File: src/rtl/pc_fetch_pkg.sv
// Shared types and constants for the PC fetch controller.
package pc_fetch_pkg;

  localparam int unsigned XLEN  = 32;
  localparam int unsigned CNT_W = 8;

  localparam logic [XLEN-1:0] PC_STEP          = 32'd4;
  localparam logic [XLEN-1:0] DEFAULT_RESET_PC = 32'h0040_0000;

  localparam logic [1:0] ST_BOOT  = 2'd0;
  localparam logic [1:0] ST_ISSUE = 2'd1;
  localparam logic [1:0] ST_WAIT  = 2'd2;
  localparam logic [1:0] ST_ERR   = 2'd3;

  typedef enum logic [1:0] {
    BOOT  = ST_BOOT,
    ISSUE = ST_ISSUE,
    WAIT  = ST_WAIT,
    ERR   = ST_ERR
  } state_t;

  typedef struct packed {
    logic            valid;
    logic [XLEN-1:0] pc;
  } redir_t;

endpackage

File: src/rtl/pc_fetch_timeout.sv
// Clearable WAIT-cycle counter. expired is high while the next no-ack
// cycle would be the WAIT_MAX-th one.
module pc_fetch_timeout
  import pc_fetch_pkg::*;
#(
  parameter int unsigned WAIT_MAX = 15
) (
  input  logic clk,
  input  logic rst,
  input  logic clr,
  input  logic inc,
  output logic expired
);

  logic [CNT_W-1:0] cnt;

  always_ff @(posedge clk or posedge rst) begin
    if (rst)      cnt <= '0;
    else if (clr) cnt <= '0;
    else if (inc) cnt <= cnt + CNT_W'(1);
  end

  assign expired = (cnt == CNT_W'(WAIT_MAX - 1));

endmodule

File: src/rtl/pc_fetch_ctrl.sv
// PC sequencing and instruction fetch controller driving pcreg and imem.
// Optional macro PC_FETCH_ALIGN_CHECK_EN: misaligned redirect targets raise fetch_err.
module pc_fetch_ctrl
  import pc_fetch_pkg::*;
#(
  parameter logic [31:0] RESET_PC = DEFAULT_RESET_PC,
  parameter int unsigned WAIT_MAX = 15
) (
  input  logic        clk,
  input  logic        rst,
  input  logic [31:0] pc_cur,
  output logic [31:0] pc_next,
  output logic        pc_ena,
  output logic        imem_req,
  output logic [31:0] imem_addr,
  input  logic        imem_ack,
  input  logic [31:0] imem_rdata,
  input  logic        stall,
  input  logic        redir_valid,
  input  logic [31:0] redir_target,
  output logic        instr_valid,
  output logic [31:0] instr,
  output logic        fetch_err
);

  state_t      state, state_nx;
  redir_t      pend, pend_nx;
  logic        redir_any, misaligned;
  logic [31:0] redir_pc, nxt;
  logic        ena, req, iv_nx, instr_ld, err_set;
  logic        to_clr, to_inc, to_expired;

  // An arriving redirect supersedes any pending one.
  assign redir_any = pend.valid | redir_valid;
  assign redir_pc  = redir_valid ? redir_target : pend.pc;

`ifdef PC_FETCH_ALIGN_CHECK_EN
  assign misaligned = (redir_pc[1:0] != 2'b00);
`else
  assign misaligned = 1'b0;
`endif

  pc_fetch_timeout #(.WAIT_MAX(WAIT_MAX)) u_timeout (
    .clk     (clk),
    .rst     (rst),
    .clr     (to_clr),
    .inc     (to_inc),
    .expired (to_expired)
  );

  always_ff @(posedge clk or posedge rst) begin
    if (rst) state <= BOOT;
    else     state <= state_nx;
  end

  always_comb begin
    state_nx = state;
    pend_nx  = pend;
    ena      = 1'b0;
    nxt      = pc_cur + PC_STEP;
    req      = 1'b0;
    iv_nx    = 1'b0;
    instr_ld = 1'b0;
    err_set  = 1'b0;
    to_clr   = 1'b0;
    to_inc   = 1'b0;
    case (state)
      BOOT: begin
        ena      = 1'b1;
        nxt      = RESET_PC;
        state_nx = ISSUE;
        if (redir_valid) pend_nx = '{valid: 1'b1, pc: redir_target};
      end
      ISSUE: begin
        if (redir_any) begin
          pend_nx = '0;
          if (misaligned) begin
            err_set  = 1'b1;
            state_nx = ERR;
          end else begin
            ena = 1'b1;
            nxt = redir_pc;
          end
        end else if (!stall) begin
          state_nx = WAIT;
          to_clr   = 1'b1;
        end
      end
      WAIT: begin
        req = 1'b1;
        if (imem_ack) begin
          state_nx = ISSUE;
          if (redir_any) begin
            // Fetched data belongs to the abandoned path; drop it.
            pend_nx = '0;
            if (misaligned) begin
              err_set  = 1'b1;
              state_nx = ERR;
            end else begin
              ena = 1'b1;
              nxt = redir_pc;
            end
          end else begin
            ena      = 1'b1;
            iv_nx    = 1'b1;
            instr_ld = 1'b1;
          end
        end else begin
          if (redir_valid) pend_nx = '{valid: 1'b1, pc: redir_target};
          if (to_expired) begin
            err_set  = 1'b1;
            state_nx = ERR;
          end else begin
            to_inc = 1'b1;
          end
        end
      end
      ERR: begin
      end
      default: state_nx = BOOT;
    endcase
  end

  // Requests and writes are forced low while reset is held.
  assign pc_ena    = ena & ~rst;
  assign imem_req  = req & ~rst;
  assign pc_next   = nxt;
  assign imem_addr = pc_cur;

  always_ff @(posedge clk or posedge rst) begin
    if (rst) begin
      pend        <= '0;
      instr       <= '0;
      instr_valid <= 1'b0;
      fetch_err   <= 1'b0;
    end else begin
      pend        <= pend_nx;
      instr_valid <= iv_nx;
      if (instr_ld) instr <= imem_rdata;
      if (err_set)  fetch_err <= 1'b1;
    end
  end

endmodule
File: config.mk
export PLATFORM = sky130hd
export DESIGN_NAME = pc_fetch_ctrl
export DESIGN_NICKNAME = d
export VERILOG_FILES = /design/src/rtl/pc_fetch_pkg.sv /design/src/rtl/pc_fetch_timeout.sv /design/src/rtl/pc_fetch_ctrl.sv
export SDC_FILE = /design/constraint.sdc
export NUM_CORES = 1
export LEC_CHECK = 0
export BUFFER_PORTS_ARGS = -buffer_cell sky130_fd_sc_hd__buf_2
export CORE_ASPECT_RATIO = 1.75
export CORE_MARGIN = 2
export CORE_UTILIZATION = 48
export DETAILED_ROUTE_END_ITERATION = 10
export PLACE_DENSITY_LB_ADDON = 0.1
export SLEW_MARGIN = 5
export SYNTH_ARGS = -nofsm -noshare
export SYNTH_HDL_FRONTEND = slang
export SYNTH_SLANG_ARGS = --single-unit
File: constraint.sdc
create_clock -name clk -period 2.9 [get_ports clk]
set_input_delay 0.435 -clock clk [delete_from_list [all_inputs] [get_ports clk]]
set_output_delay 0.435 -clock clk [all_outputs]
set_load 0.01 [all_outputs]
==> metrics.csv, run 1 <==
metric,value,unit
run status,"complete, no violations",
Syn. warnings,0,
Finish-stage setup viols,0,
drt first pass iters,4,
Max rail drop VDD,0.508,mV
Post-Place Worst Slack,0.0278,ns
Slew @ Worst Pin,0.776,ns
count of nets after finishing,709,
ANT nets after route,0,
max cap viols,0,
CP Capture Type,output pin,
fin cells,726,
Worst Skew,0.00765,ns
WP data arrival,2.35,ns
Worst R2R End,pend[17]$_DFFE_PP0P_,
Clock transition at path regs,0.06,ns
worst reg2reg setup slack,0.88,ns
power density over the cells,933,nW/um^2
Iter 0 DRT Violations,134,
I/O pins,201,
number of synthesized flops with an enable pin,0,
Via Count,3974,
RSZ-0062 raised after global routing,false,
vias in the first global route,3866,
Total Power,5.42,mW
max-slew violations,0,
share of cells above drive strength 1,0.457,
CTS Sinks,77,
Core Region,9350,sq um
Slew HR,0.481,
final WL,11800,um
Register-to-Register Path Depth,8,
total gr overflow,0,
Via density,5.47,
crit start category,flip-flop,
final setup margin,0.112,ns
most frequent cells in the layout,"buf_2, dfrtp_1, mux2_2",
"Top FF cell, synth",dfrtp_1,
H-tree Lvls,3,
period utilisation layout,0.961,
Post-Syn Area per Cell,10.6,sq um
"Async S/R FF share, synth",1.00,
dpl cell area,5450,sq um
design area,5800,sq um
GRT Resource Usage Total,0.231,
Post-Syn Nets,540,
area grow syn2layout,27.8,%
TNS Setup,0,ns
Final Wtd Congestion,0.845,
Clock Latency Late Sink,0.33,ns
Seq cells post-synth,77,
Post-Syn Area,4540,sq um
"commonest non-fill, non-tap cell in the layout",buf_2,
Worst Hold Class,in -> async,
critical path data required time,2.47,ns
row cnt,47,
R2R Path Start,state[0]$_DFFE_PP0P_,
Port Buffer Count,200,
Die H,133,um
n_diodes,0,
CP Max Fanout,28,
Netlist cell types,46,
deepest clock path buffer count,2,
crit path time final,2.79,ns
global-route wire length before repair,18900,um
Post-DP HPWL,9200,um
residual DRC count,0,
CTS tree,done,
Fin. Hold Viols,0,
setup bufs post-CTS,0,
Die ar.,10300,sq um
register area share after synthesis,0.424,
critical path type,reg -> out,
starting density of the core,0.485,
Cell Count Post-Placement,710,
routed wire length per instance,16.3,um
f_max,359,MHz
hold buffers post-CTS,0,
# fillers,814,
largest net degree at the start of global routing,39,
total CTS buffers,9,
Die Width,77.5,um
cell leakage power,2.97,nW
Gate Count Post-Synth,430,
initial antenna violation count,0,
CTS Root Cell,clkbuf_16,
Yosys cell counts, drive strengths merged, types with 6 or more instances:
library cell  number  area [sq um]
mux2i             29           290
xnor2              8          70.1
and3               6          38.8
clkbuf             6          22.5
buf               47           314
xor2              27           236
mux2              34           383
dfrtp             77          1930
o22ai             26           169
nand4             14           109
ha                 9           113
o21ai             19          95.1
a22o              24           210
inv                7          26.3
nand3             14          75.1
nor2              22          85.1
nand2             28           105
how the worst max path moves through the flow:
stage	startpoint	to	slack, ns	cells past startpoint
after global routing	state[1]$_DFFE_PP0P_	pc_next[28]	0.02	6
after detailed placement	state[1]$_DFFE_PP0P_	pc_next[28]	0.03	6
after global placement	state[1]$_DFFE_PP0P_	pc_next[28]	0.10	6
final	state[1]$_DFFE_PP0P_	pc_next[28]	0.11	6
after floorplan	rst	fetch_err$_DFFE_PP0P_	0.50	1
after CTS	pc_cur[2]	pc_next[28]	0.09	8
logic make-up after synthesis:
group	count (synthesis)	share of synthesized area
AND/OR/NAND/NOR	100	0.121
AO/OA/AOI/OAI	86	0.134
flip-flops	77	0.424
multiplexers	63	0.148
buffers and inverters	60	0.0799
XOR/XNOR	35	0.0675
adder cells (fa/ha/maj)	9	0.0248
layer usage:
metal	global-route usage	up-vias	wire length [um]
met5	0	-	0
met4	0.0794	0	315
met3	0.0464	20	699
met2	0.437	166	6380
met1	0.252	1917	4430
li1	-	1871	-
flip-flops by register name (all words and copies together) (netlist names):
| name | cells |
|---|---|
| pend | 33 |
| instr | 32 |
| u_timeout.cnt | 8 |
| state | 2 |
| fetch_err | 1 |
| instr_valid | 1 |
layout make-up:
class | count | area, sq um | area share
sequential | 77 | 1930 | 0.332
clock inverter | 7 | 124 | 0.0214
inverter | 7 | 27.5 | 0.00474
timing repair buffer | 211 | 1080 | 0.187
tap | 122 | 153 | 0.0263
multi-input combinational | 293 | 2260 | 0.390
clock buffer | 9 | 225 | 0.0388
worst max-delay path, stage by stage, from the launching register on:
cell	delay, ns
dfrtp_1	0.42
ha_1	0.26
nor2b_1	0.17
o22a_1	0.21
nor2_4	0.56
a22oi_1	0.20
buf_2	0.19
power by group:
group / switching, mW / leakage [nW] / internal (mW) / total [mW]
clock network: 0.437 / 0.166 / 0.844 / 1.28
logic: 1.29 / 1.80 / 1.06 / 2.35
registers: 0.258 / 1.00 / 1.53 / 1.79
metrics by stage:
step | hold WS (ns) | utilization
final | 0.165 | 0.621
after global routing | 0.207 | 0.621
after CTS | 0.177 | 0.620
after detailed placement | 0.471 | 0.582
after global placement | 0.463 | 0.582
after floorplan | 0.449 | -
repair_timing:
action                                  in CTS  in global routing
endpoints found under the setup margin      28                  1
gates resized for setup                      1                  1
pin swaps                                    0                  1
(Power assumes the default switching activity.)
==> inputs of run 2 (changes only) <==
CORE_MARGIN = 10   (was 2)
==> run 2 against run 1 <==
  * Critical path depth up 2
  * Global-route usage down 3.9 points
  * Clock skew down 0.0021 ns
  * Total power up 1.7%
  * Via count down 0.83%
  * Register-to-register slack worse by 0.03 ns
  * Worst setup slack better by 0.031 ns
  * Clock power about the same
  * Non-clock buffer count up 3
  * Worst hold slack worse by 0.037 ns
  * Critical path type is now in -> out
==> metrics.csv, run 2 (synthesis results as in run 1) <==
metric,value,unit
"commonest non-fill, non-tap cell in the layout",buf_2,
Slew @ Worst Pin,0.756,ns
CTS Root Cell,clkbuf_16,
area grow syn2layout,28.5,%
Worst R2R End,pend[23]$_DFFE_PP0P_,
"slowest stage delay, CP",0.54,ns
most frequent cells in the layout,"buf_2, dfrtp_1, mux2_2",
I/O pins,201,
Worst Skew,0.00551,ns
Iter 0 DRT Violations,191,
CP Capture Type,output pin,
Biggest register,pend,
power density over the cells,944,nW/um^2
row cnt,46,
starting density of the core,0.496,
share of cells above drive strength 1,0.456,
WP data arrival,2.32,ns
max-slew violations,0,
WP buf/inv,2,
TNS Setup,0,ns
GRT Resource Usage Total,0.192,
Register-to-Register Path Depth,7,
R2R Path Start,state[1]$_DFFE_PP0P_,
CP Max Fanout,8,
Clock Latency Late Sink,0.33,ns
Core Region,9150,sq um
residual DRC count,0,
Finish-stage setup viols,0,
run status,"complete, no violations",
worst reg2reg setup slack,0.85,ns
deepest clock path buffer count,2,
crit start category,input port,
RSZ-0062 raised after global routing,false,
Via density,5.42,
drt first pass iters,4,
final WL,13600,um
CTS tree,done,
cell leakage power,3.00,nW
ANT nets after route,0,
critical path type,in -> out,
crit path time final,2.76,ns
Worst Hold Class,in -> async,
largest net degree at the start of global routing,50,
max cap viols,0,
max FFs per register,33,
period utilisation layout,0.951,
Die ar.,13900,sq um
f_max,363,MHz
critical path data required time,2.47,ns
H-tree Lvls,3,
vias in the first global route,4315,
n_diodes,0,
Post-DP HPWL,11000,um
count of nets after finishing,712,
largest registers,"pend x33, instr x32, u_timeout.cnt x8",
Final Wtd Congestion,0.818,
Port Buffer Count,200,
initial antenna violation count,0,
# fillers,789,
crit-path leading delay family,simple AND/OR/NAND/NOR gates,
total gr overflow,0,
critical path's slowest cell,nor4_4,
total CTS buffers,9,
Fin. Hold Viols,0,
Die Width,93.5,um
Slew HR,0.495,
critical path cell sequence,buf_2 -> ha_1 -> nand3_1 -> nor4_4 -> nand3_1 -> xor2_1 -> a22oi_1 -> buf_2,
Max rail drop VDD,0.420,mV
Clock transition at path regs,0.06,ns
Via Count,3941,
hold buffers post-CTS,0,
Total Power,5.51,mW
global-route wire length before repair,21300,um
routed wire length per instance,18.7,um
CTS Sinks,77,
Die H,149,um
Crit path depth,8,
## run 2: layer usage
| metal | share of wire | wire (um) | track usage | up-vias |
|---|---|---|---|---|
| met5 | 0 | 0 | 0 | - |
| met4 | 0.028 | 376 | 0.0837 | 0 |
| met3 | 0.070 | 946 | 0.0625 | 26 |
| met2 | 0.54 | 7300 | 0.348 | 153 |
| met1 | 0.37 | 4980 | 0.192 | 1890 |
| li1 | - | - | - | 1872 |
## run 2: cell type report
class                      count  area [sq um]  area share
multi-input combinational    293          2260       0.388
sequential                    77          1930       0.330
timing repair buffer         214          1120       0.192
clock buffer                  11           243      0.0416
tap                          120           150      0.0257
clock inverter                 5           108      0.0184
inverter                       7          27.5     0.00472
## run 2: worst reg2reg max path, stage by stage, from the launching register on
cell and delay, ns:
dfrtp_1 0.41, inv_1 0.10, ha_1 0.35, a21oi_1 0.17
buf_4 0.15, and2_1 0.39, buf_4 0.25, a22o_1 0.16
## run 2: per-stage QoR
step	setup slack, ns	cell area, sq um	util	hold WS (ns)	std cells
2_1_floorplan	0.498	4540	-	0.449	430
3_3_place_gp	0.127	5480	0.599	0.462	711
3_5_place_dp	0.141	5480	0.599	0.471	711
4_1_cts	0.127	5830	0.638	0.132	727
5_1_grt	0.00728	5830	0.638	0.160	727
6_report	0.143	5830	0.638	0.128	727
## run 2: what timing repair did
item,4_1_cts,5_1_grt
endpoints found under the setup margin,28,0
gates resized for setup,1,0
buffers inserted,0,0
## run 2: worst max path at each step
stage | slack [ns] | endpoint | start
6_report | 0.14 | pc_next[28] | pc_cur[2]
5_1_grt | 0.007 | pc_next[7] | state[0]$_DFFE_PP0P_
4_1_cts | 0.13 | pc_next[28] | pc_cur[2]
3_5_place_dp | 0.14 | pc_next[28] | pc_cur[2]
3_3_place_gp | 0.13 | pc_next[28] | pc_cur[2]
2_1_floorplan | 0.50 | fetch_err$_DFFE_PP0P_ | rst
## run 2: report_power, final
| group | leakage, nW | internal [mW] | switching, mW |
|---|---|---|---|
| clock | 0.170 | 0.867 | 0.425 |
| combinational | 1.82 | 1.09 | 1.36 |
| sequential | 1.00 | 1.53 | 0.243 |
==> inputs of run 3 (changes only) <==
GPL_TIMING_DRIVEN = 0   (was unset)
SLEW_MARGIN = 20   (was 5)
==> run 3 against run 2 <==
  * Global-route usage is 1.1 points higher
  * Critical path type unchanged
  * Worst hold slack gained 0.018 ns
  * Fmax is 0.22% lower
  * Clock power about the same
  * Total power is 1.9% higher
  * Largest cell class unchanged
  * Design area rose by 4.7%
  * Critical endpoint unchanged
  * Register-to-register slack got worse by 0.22 ns
  * Sequential power about the same
  * Wire length up 6.1%
  * Combinational power rose by 3%
  * Cell count increased by 5.6%
  * Via count up 6.0%
==> metrics.csv, run 3 (synthesis results as in run 1) <==
metric,value,unit
Register-to-Register Path Depth,8,
largest net degree at the start of global routing,43,
Reg power frac,0.320,
CTS Root Cell,clkbuf_16,
footprint of the multi-input gates,2280,sq um
power density over the cells,918,nW/um^2
critical path data required time,2.47,ns
routed wire length per instance,18.8,um
Via Count,4179,
Clock power frac,0.231,
Worst Hold Class,in -> async,
switch share,0.373,
fin cells,768,
CTS Sinks,77,
Core Region,9150,sq um
crit-path leading delay family,simple AND/OR/NAND/NOR gates,
CP Max Fanout,8,
cell leakage power,3.16,nW
ANT nets after route,0,
most frequent cells in the layout,"buf_2, dfrtp_1, buf_4",
register area,1930,sq um
Slew @ Worst Pin,0.738,ns
Fin. Hold Viols,0,
WP data arrival,2.33,ns
Clock Latency Late Sink,0.34,ns
crit path launch,pc_cur[2],
deepest clock path buffer count,2,
total gr overflow,0,
drt first pass iters,4,
max FFs per register,33,
max cap viols,0,
CP Capture Type,output pin,
"commonest non-fill, non-tap cell in the layout",buf_2,
Die ar.,13900,sq um
starting density of the core,0.496,
WP buf/inv,2,
area grow syn2layout,34.6,%
"slowest stage delay, CP",0.51,ns
Die Width,93.5,um
Cell Count Post-Placement,751,
initial antenna violation count,0,
Finish-stage setup viols,0,
Comb power frac,0.449,
Die H,149,um
Final Wtd Congestion,0.810,
period utilisation layout,0.953,
TNS Setup,0,ns
H-tree Lvls,3,
Iter 0 DRT Violations,127,
Max rail drop VDD,0.541,mV
total CTS buffers,9,
GRT Resource Usage Total,0.203,
Slew HR,0.508,
Via density,5.44,
Post-DP HPWL,11700,um
CTS tree,done,
Int Power,3.52,mW
Worst Skew,0.00541,ns
global-route wire length before repair,22600,um
largest registers,"pend x33, instr x32, u_timeout.cnt x8",
share of cells above drive strength 1,0.492,
run status,"complete, no violations",
max-slew violations,0,
final WL,14400,um
P_sw,2.09,mW
f_max,362,MHz
residual DRC count,0,
count of nets after finishing,753,
Biggest register,pend,
critical path type,in -> out,
row cnt,46,
I/O pins,201,
vias in the first global route,4530,
# fillers,768,
Worst R2R End,pend[0]$_DFFE_PP0P_,
utilization after layout,0.668,
R2R Path Start,state[0]$_DFFE_PP0P_,
n_diodes,0,
hold buffers post-CTS,0,
RSZ-0062 raised after global routing,false,
worst reg2reg setup slack,0.63,ns
crit start category,input port,
Port Buffer Count,200,
crit path time final,2.76,ns
critical path's slowest cell,nor4_4,
critical path cell sequence,buf_2 -> ha_1 -> nand3_1 -> nor4_4 -> nand3_1 -> xor2_1 -> a22oi_1 -> buf_2,
Clock transition at path regs,0.06,ns
run 3: changes by cell type in the layout (fill, tap and decap cells not counted), moves of 2 or more:
| cell | before | now |
|---|---|---|
| buf_4 | 13 | 36 |
| buf_2 | 200 | 212 |
| clkbuf_2 | 0 | 2 |
| clkinv_4 | 2 | 0 |
| clkinvlp_4 | 0 | 2 |
run 3: area by class of cell:
class                      instances  area share
multi-input combinational        293       0.372
sequential                        77       0.315
timing repair buffer             203       0.170
buffer                            52      0.0563
clock buffer                      10      0.0391
tap                              120      0.0246
clock inverter                     6      0.0180
inverter                           7     0.00471
run 3: timing repair:
| item | CTS | global route |
|---|---|---|
| cloned | 0 | 0 |
| buffers inserted | 0 | 2 |
| pin swaps | 1 | 2 |
| setup endpoints to repair | 28 | 28 |
| resized for setup | 9 | 6 |
| endpoints found under the hold margin | 0 | 0 |
run 3: routing by layer:
| layer | vias to the layer above | global-route usage | share of wire |
|---|---|---|---|
| met5 | - | 0 | 0 |
| met4 | 0 | 0.0798 | 0.024 |
| met2 | 189 | 0.380 | 0.54 |
| met3 | 24 | 0.0630 | 0.076 |
| met1 | 2005 | 0.198 | 0.36 |
| li1 | 1961 | - | - |
run 3: worst max-delay path by stage:
stage,endpoint,slack (ns),depth (start not counted)
finish,pc_next[28],0.14,8
global route,pc_next[28],0.02,8
CTS,pc_next[8],0.0006,8
detailed placement,pc_next[24],-0.21,8
global placement,pend[15]$_DFFE_PP0P_,-0.43,2
floorplan,fetch_err$_DFFE_PP0P_,0.50,1
run 3: per-stage QoR:
stage | instance area (sq um) | hold slack [ns] | worst slack [ns] | total power [mW]
3_3_place_gp | 5690 | 0.462 | -0.429 | 4.18
3_5_place_dp | 5710 | 0.469 | -0.209 | 4.26
5_1_grt | 6110 | 0.190 | 0.0229 | 5.96
6_report | 6110 | 0.146 | 0.137 | 5.61
4_1_cts | 6080 | 0.157 | 0.000581 | 5.62
2_1_floorplan | 4540 | 0.449 | 0.498 | 3.25
run 3: worst reg2reg max path, stage by stage, from the launching register on:
cell and delay [ns]:
dfrtp_1 0.44, inv_1 0.12, ha_2 0.26, nand2b_1 0.15, a21oi_1 0.33, a31oi_1 0.07
o21bai_1 0.35, buf_2 0.31, a22o_1 0.18
run 3: power by group through the flow:
stage | sequential [mW] | combinational [mW] | clock [mW]
global route | 1.84 | 2.75 | 1.36
floorplan | 1.86 | 1.39 | 0
detailed placement | 1.79 | 2.47 | 0
CTS | 1.79 | 2.51 | 1.32
global placement | 1.77 | 2.42 | 0
finish | 1.79 | 2.52 | 1.30
